[src/rtl/zelda_pkg.sv]
// Shared definitions for the player-character blocks: playfield geometry,
// action/direction codes and the collision-map addressing helper.
package zelda_pkg;

  localparam int SCREEN_W   = 320;
  localparam int SCREEN_H   = 240;
  localparam int SPRITE     = 16;
  localparam int CELL_SHIFT = 2;
  localparam int MAP_COLS   = SCREEN_W >> CELL_SHIFT;

  localparam logic [9:0] SCREEN_W10 = 10'(SCREEN_W);
  localparam logic [9:0] SCREEN_H10 = 10'(SCREEN_H);
  localparam logic [9:0] SPRITE10   = 10'(SPRITE);

  typedef enum logic [2:0] {
    NO_ACTION = 3'd0,
    ATTACK    = 3'd1,
    UP        = 3'd2,
    DOWN      = 3'd3,
    LEFT      = 3'd4,
    RIGHT     = 3'd5
  } dir_e;

  typedef enum logic [1:0] {
    S_IDLE,
    S_SCAN,
    S_DRAIN,
    S_FINISH
  } scan_state_e;

  // cell_y*80 + cell_x built from two shifts so no multiplier is inferred
  function automatic logic [12:0] cell_addr(input logic [9:0] px, input logic [9:0] py);
    logic [12:0] cx;
    logic [12:0] cy;
    cx = 13'(px >> CELL_SHIFT);
    cy = 13'(py >> CELL_SHIFT);
    return (cy << 6) + (cy << 4) + cx;
  endfunction

endpackage

[src/rtl/box_overlap16.sv]
// Combinational overlap test between two 16x16 boxes given by their
// top-left corners; touching edges do not count as overlap.
module box_overlap16 (
  input  logic [8:0] ax,
  input  logic [7:0] ay,
  input  logic [8:0] bx,
  input  logic [7:0] by,
  input  logic       en,
  output logic       hit
);

  logic signed [9:0] dx;
  logic signed [9:0] dy;

  assign dx = $signed({1'b0, ax}) - $signed({1'b0, bx});
  assign dy = $signed({2'b0, ay}) - $signed({2'b0, by});

  assign hit = en
             && (dx > -10'sd16) && (dx < 10'sd16)
             && (dy > -10'sd16) && (dy < 10'sd16);

endmodule

[src/rtl/link_collision_detector.sv]
// Evaluates a requested character move: scans the 16 leading-edge pixels
// against the collision-map ROM and tests overlap with three enemy boxes.
module link_collision_detector
  import zelda_pkg::*;
(
  input  logic        clock,
  input  logic        reset,
  input  logic        start,
  input  logic [8:0]  x_pos,
  input  logic [7:0]  y_pos,
  input  logic [2:0]  direction,
  input  logic [26:0] enemy_x,
  input  logic [23:0] enemy_y,
  input  logic [2:0]  enemy_alive,
  output logic [12:0] map_addr,
  input  logic        map_q,
  output logic [3:0]  collision,
  output logic        busy,
  output logic        done
);

  scan_state_e state, state_nx;

  logic [8:0]  lx;
  logic [7:0]  ly;
  logic [2:0]  ldir;
  logic [26:0] lex;
  logic [23:0] ley;
  logic [2:0]  lalive;
  logic [3:0]  idx;
  logic        scan_mode;
  logic        edge_blk;
  logic        rd_pend;
  logic        terrain_acc;

  logic        req_scan;
  logic        req_blk;
  logic [9:0]  in_x10;
  logic [9:0]  in_y10;
  logic [9:0]  x10;
  logic [9:0]  y10;
  logic [9:0]  i10;
  logic [9:0]  px;
  logic [9:0]  py;
  logic [2:0]  hit;

  // Moves whose leading edge would leave the playfield are blocked outright,
  // which also keeps every scanned coordinate inside the map.
  always_comb begin
    in_x10   = {1'b0, x_pos};
    in_y10   = {2'b0, y_pos};
    req_scan = 1'b0;
    req_blk  = 1'b0;
    case (direction)
      UP: begin
        if (in_y10 == '0 || in_x10 + SPRITE10 > SCREEN_W10) req_blk = 1'b1;
        else                                                req_scan = 1'b1;
      end
      DOWN: begin
        if (in_y10 + SPRITE10 >= SCREEN_H10 || in_x10 + SPRITE10 > SCREEN_W10) req_blk = 1'b1;
        else                                                                   req_scan = 1'b1;
      end
      LEFT: begin
        if (in_x10 == '0 || in_y10 + SPRITE10 > SCREEN_H10) req_blk = 1'b1;
        else                                                req_scan = 1'b1;
      end
      RIGHT: begin
        if (in_x10 + SPRITE10 >= SCREEN_W10 || in_y10 + SPRITE10 > SCREEN_H10) req_blk = 1'b1;
        else                                                                   req_scan = 1'b1;
      end
      default: ;
    endcase
  end

  always_comb begin
    x10 = {1'b0, lx};
    y10 = {2'b0, ly};
    i10 = {6'b0, idx};
    px  = x10;
    py  = y10;
    case (ldir)
      UP: begin
        px = x10 + i10;
        py = y10 - 10'd1;
      end
      DOWN: begin
        px = x10 + i10;
        py = y10 + SPRITE10;
      end
      LEFT: begin
        px = x10 - 10'd1;
        py = y10 + i10;
      end
      RIGHT: begin
        px = x10 + SPRITE10;
        py = y10 + i10;
      end
      default: ;
    endcase
  end

  assign map_addr = (state == S_SCAN) ? cell_addr(px, py) : '0;

  for (genvar k = 0; k < 3; k++) begin : g_enemy
    box_overlap16 u_overlap (
      .ax (lx),
      .ay (ly),
      .bx (lex[9*k +: 9]),
      .by (ley[8*k +: 8]),
      .en (lalive[k]),
      .hit(hit[k])
    );
  end

  always_ff @(posedge clock) begin
    if (reset) state <= S_IDLE;
    else       state <= state_nx;
  end

  // Unscanned requests pass through DRAIN so the result lands on the same
  // registered path and done still appears two cycles after start.
  always_comb begin
    state_nx = state;
    busy     = 1'b0;
    done     = 1'b0;
    case (state)
      S_IDLE: begin
        if (start) state_nx = req_scan ? S_SCAN : S_DRAIN;
      end
      S_SCAN: begin
        busy = 1'b1;
        if (idx == 4'd15) state_nx = S_DRAIN;
      end
      S_DRAIN: begin
        busy     = 1'b1;
        state_nx = S_FINISH;
      end
      S_FINISH: begin
        done     = 1'b1;
        state_nx = S_IDLE;
      end
      default: state_nx = S_IDLE;
    endcase
  end

  always_ff @(posedge clock) begin
    if (reset) begin
      lx          <= '0;
      ly          <= '0;
      ldir        <= '0;
      lex         <= '0;
      ley         <= '0;
      lalive      <= '0;
      idx         <= '0;
      scan_mode   <= 1'b0;
      edge_blk    <= 1'b0;
      rd_pend     <= 1'b0;
      terrain_acc <= 1'b0;
      collision   <= '0;
    end else begin
      // ROM data trails the address by one cycle
      rd_pend <= (state == S_SCAN);
      if (rd_pend) terrain_acc <= terrain_acc | map_q;
      case (state)
        S_IDLE: begin
          if (start) begin
            lx          <= x_pos;
            ly          <= y_pos;
            ldir        <= direction;
            lex         <= enemy_x;
            ley         <= enemy_y;
            lalive      <= enemy_alive;
            idx         <= '0;
            scan_mode   <= req_scan;
            edge_blk    <= req_blk;
            terrain_acc <= 1'b0;
          end
        end
        S_SCAN:  idx <= idx + 4'd1;
        S_DRAIN: collision <= {hit, scan_mode ? (terrain_acc | map_q) : edge_blk};
        default: ;
      endcase
    end
  end

endmodule
[config.mk]
export PLATFORM = sky130hd
export DESIGN_NAME = link_collision_detector
export DESIGN_NICKNAME = d
export VERILOG_FILES = /design/src/rtl/zelda_pkg.sv /design/src/rtl/box_overlap16.sv /design/src/rtl/link_collision_detector.sv
export SDC_FILE = /design/constraint.sdc
export NUM_CORES = 1
export LEC_CHECK = 0
export CAP_MARGIN = 20
export CORE_UTILIZATION = 61
export CTS_CLUSTER_SIZE = 24
export DETAILED_ROUTE_END_ITERATION = 8
export PLACE_DENSITY = 0.88
export SLEW_MARGIN = 20
export SYNTH_ARGS = -nofsm -noshare
export SYNTH_HDL_FRONTEND = slang
export SYNTH_HIERARCHICAL = 1
export SYNTH_SLANG_ARGS = --single-unit
export TNS_END_PERCENT = 50
[constraint.sdc]
create_clock -name clock -period 17.27 [get_ports clock]
set_input_delay 3.454 -clock clock [delete_from_list [all_inputs] [get_ports clock]]
set_output_delay 3.454 -clock clock [all_outputs]
set_load 0.01 [all_outputs]
==> impl_metrics.yaml <==
min_path:
  hold_depth: 1
  min_from: "lex[13]"
  hold_path.class: "reg -> reg"
setup_path:
  critPathCaptureType: "output pin"
  startpoint_type: "register"
  r2r-start: "lx[4]"
  cpPeakStageDelay_ns: 0.61
  crit_path_start: "ldir[2]"
  slowest_stage: "dfxtp_1"
  r2r_cells: 9
  worstSetupPathType: "reg -> out"
  critPathArrivalTime_ns: 5.76
  crit_fanout: 15
  required_ns: 13.82
  cp_cell_sequence: "or3b_2, nand2_1, ha_1, a21oi_1, o21ai_2, a2111oi_4, o21ai_2, o21a_1, o31a_1, fa_1, inv_1, ha_1, a21oi_1, o211ai_1, o41ai_1, xor2_1, xnor2_1, and2_1, clkdlybuf4s50_1"
floorplanning:
  row_count: 40
  pin_count: 97
  dieArea_um2: 13010
  die_h_um: 114.1
  die_width_um: 114.1
  start_util_pct: 63.24
  coreArea_um2: 12110
clock_network:
  clk_pin_slew_ns: 0.06
  cts.repair.resized: 0
  clk_latency_ns: 0.34
  postCtsHoldBufs: 0
  cts_made_buffers: 9
  cts_root_buf: "clkbuf_16"
  cts_sinks: 88
  cts_setup_buffers: 0
  clockBufferDepth: 2
  htree_levels: 3
  cts_tree: "yes"
timing:
  layout_setup_ws_ns: 8.054
  fmax_mhz: 108.5
  skew_ns: 0.006989
  finalCriticalPeriod_ns: 9.216
  fin_crit_sh_pct: 53.37
  drv_slew: 0
  worst_slew_pin_slew_ns: 0.8081
  hold_violations: 0
  tns_ns: 0
  timing.slew.headroom_pct: 46.00
  setup_viol: 0
  rsz0062_at_grt: "no"
pwr:
  power.share.clock_pct: 14.1
  power.density_nw_per_um2: 152.0
  power_frac_comb_pct: 63.7
  p_leak_nw: 3.661
  p_sw_share_pct: 44.60
  pwr-share-seq_pct: 22.2
  p_switching_uw: 609.1
  p_int_uw: 756.6
  vdd_drop_max_mv: 0.09352
  power_mw: 1.366
yosys:
  synth-seq-cells: 88
  synth_cell_types: 70
  netlist_area_um2: 7660
  synth_edf_count: 0
  syn-instance-count: 914
  yosysSeqAreaShare_pct: 23.00
  synth_ff_type: "dfxtp_1"
  mappedNetlistNets: 1089
  avgSynthCellArea_um2: 8.381
  yosys_warnings: 6
  ys_async_sr_fraction_pct: 0
run:
  drv_cap: 0
place:
  dp_slack_ns: 8.460
  dp_hpwl_um: 14080
  finalWeightedCongestion: 0.9234
  dp_cells: 1139
  portBuffers: 96
drt:
  avgRoutedWirePerCell_um: 16.31
  dr.pass1.iters: 5
  drc_errors: 0
  viasPerCell: 6.194
  drt_iter0_drc: 465
  routed-via-count: 7154
  antenna_left: 0
  drt-total-wl_um: 18840
cells_and_area:
  layout.cells.non_filler: 1155
  nets: 1157
  n_fill_cell: 924
  antenna_cells: 0
  syn_to_final_growth_pct: 17.27
  drive_gt1_share_pct: 5.674
grt:
  overflow: 0
  use_met2_pct: 49.66
  met1_usage_pct: 37.75
  grt_pass1_wl_um: 30660
  grt-busiest-layer: "met2"
  gr-usage-met3_pct: 4.235
  grt_use_total_pct: 29.29
  antenna_found_initial: 0
  grt_pass1_vias: 6555
  grt_max_degree: 52
outcome:
  status: "finished, final reports clean"
[cell usage after synthesis (all sizes together) (9+ instances only)]
cell,count,area share [%]
dfxtp,88,23
inv,89,4.4
a22o,76,8.7
a21o,11,1.1
o2111ai,13,1.5
o21a,12,1.2
nand2,40,2.0
nor2b,20,1.6
nand3,17,1.2
or4,15,1.7
nand2b,24,2.0
nor3,22,1.4
o211ai,10,0.98
mux2i,14,1.8
xor2,17,1.9
nor2,56,2.8
o21ai,45,3.0
clkbuf,34,1.7
fa,9,2.4
a21oi,54,3.5
and2,11,0.90
ha,88,14
xnor2,20,2.3
[cells in the final DEF, fill, tap and decap left out, drive strengths merged, types with 5 or more instances in the layout]
cell type      Yosys  layout
a22o              76      76
a22oi              6       6
o21a              12      12
a21o              11      11
clkbuf            34      13
nand3             17      17
or4               15      15
or3b               7       7
o211ai            10      10
or3                5       5
ha                88      88
nand2             40      40
a2111oi            5       5
nor4               5       5
fa                 9       9
clkdlybuf4s50      0      96
mux2i             14      14
nand2b            24      24
a211oi             7       7
a221oi             5       5
inv               89      89
nor2b             20      20
dfxtp             88      88
o2111ai           13      13
and3               7       7
xnor2             20      20
and2              11      11
xor2              17      17
nor3              22      22
a311oi             7       7
nand4              7       7
o21ai             45      45
o221ai             5       5
a31o               6       6
nor2              56      56
a21oi             54      54
[final timing paths]
check	slack, ns	end
setup / recovery	8.05	map_addr[12]
hold / removal	0.48	lex[13]
setup reg to reg	14.22	collision[3]
hold reg to reg	0.48	lex[13]
[flip-flops by register name, indices dropped and copies added, names as in the netlist]
signal / count
scan_mode: 1
ldir: 3
lex: 27
lx: 9
lalive: 3
collision: 4
state: 2
ly: 8
idx: 4
edge_blk: 1
terrain_acc: 1
ley: 24
rd_pend: 1
[critical path: cells and delay by family, from the launching register on]
| kind | cells | cell delay, ns |
|---|---|---|
| adders and majority gates | 3 | 1.05 |
| and+or+nand+nor | 3 | 0.78 |
| buffers and inverters | 2 | 0.61 |
| AOI/OAI and AO/OA | 9 | 2.03 |
| DFF | 1 | 0.61 |
| xor gates and xnor gates | 2 | 0.33 |
[cell families (layout without fill, tap and decap cells)]
kind of cell               count (synthesis)  after routing  synth area share (%)
adders and majority gates                 97             97                 16.73
muxes                                     14             14                 1.829
and+or+nand+nor                          251            251                 18.39
xor gates and xnor gates                  37             37                 4.231
buffers and inverters                    130            203                 6.517
AOI/OAI and AO/OA                        297            297                 29.30
DFF                                       88             88                 23.00
[per-layer routing]
layer	share of wire (%)	vias to the layer above
li1	-	3530
met1	45	3371
met2	46	209
met3	5.1	44
met5	0	-
met4	3.3	0
[area by class of cell]
| cell class | count | area, um2 | area share [%] |
|---|---|---|---|
| flip-flops and latches | 88 | 1762 | 19.61 |
| inverters | 89 | 334.1 | 3.719 |
| repair buffers | 98 | 975.9 | 10.87 |
| clock inverters | 3 | 42.54 | 0.4736 |
| well taps | 168 | 210.2 | 2.340 |
| clock buffers | 13 | 240.2 | 2.674 |
| multi-input cells | 696 | 5418 | 60.31 |
[power by group through the flow]
stage                     registers, mW  logic, mW  clock network, mW
final                             0.303      0.870              0.192
after global placement            0.304      0.826                  0
after floorplan                   0.279      0.687                  0
after global routing              0.308      0.965              0.205
after CTS                         0.302      0.860              0.195
after detailed placement          0.306      0.853                  0
[stage by stage]
step | hold WS (ns) | utilization, % | instance area [um2]
3_5_place_dp | 0.4644 | 71.83 | 8700
2_1_floorplan | 0.4358 | - | 7660
3_3_place_gp | 0.4501 | 71.83 | 8700
4_1_cts | 0.4766 | 74.16 | 8982
5_1_grt | 0.4930 | 74.16 | 8982
6_report | 0.4776 | 74.16 | 8982
Power figures use the tool's default switching activity.
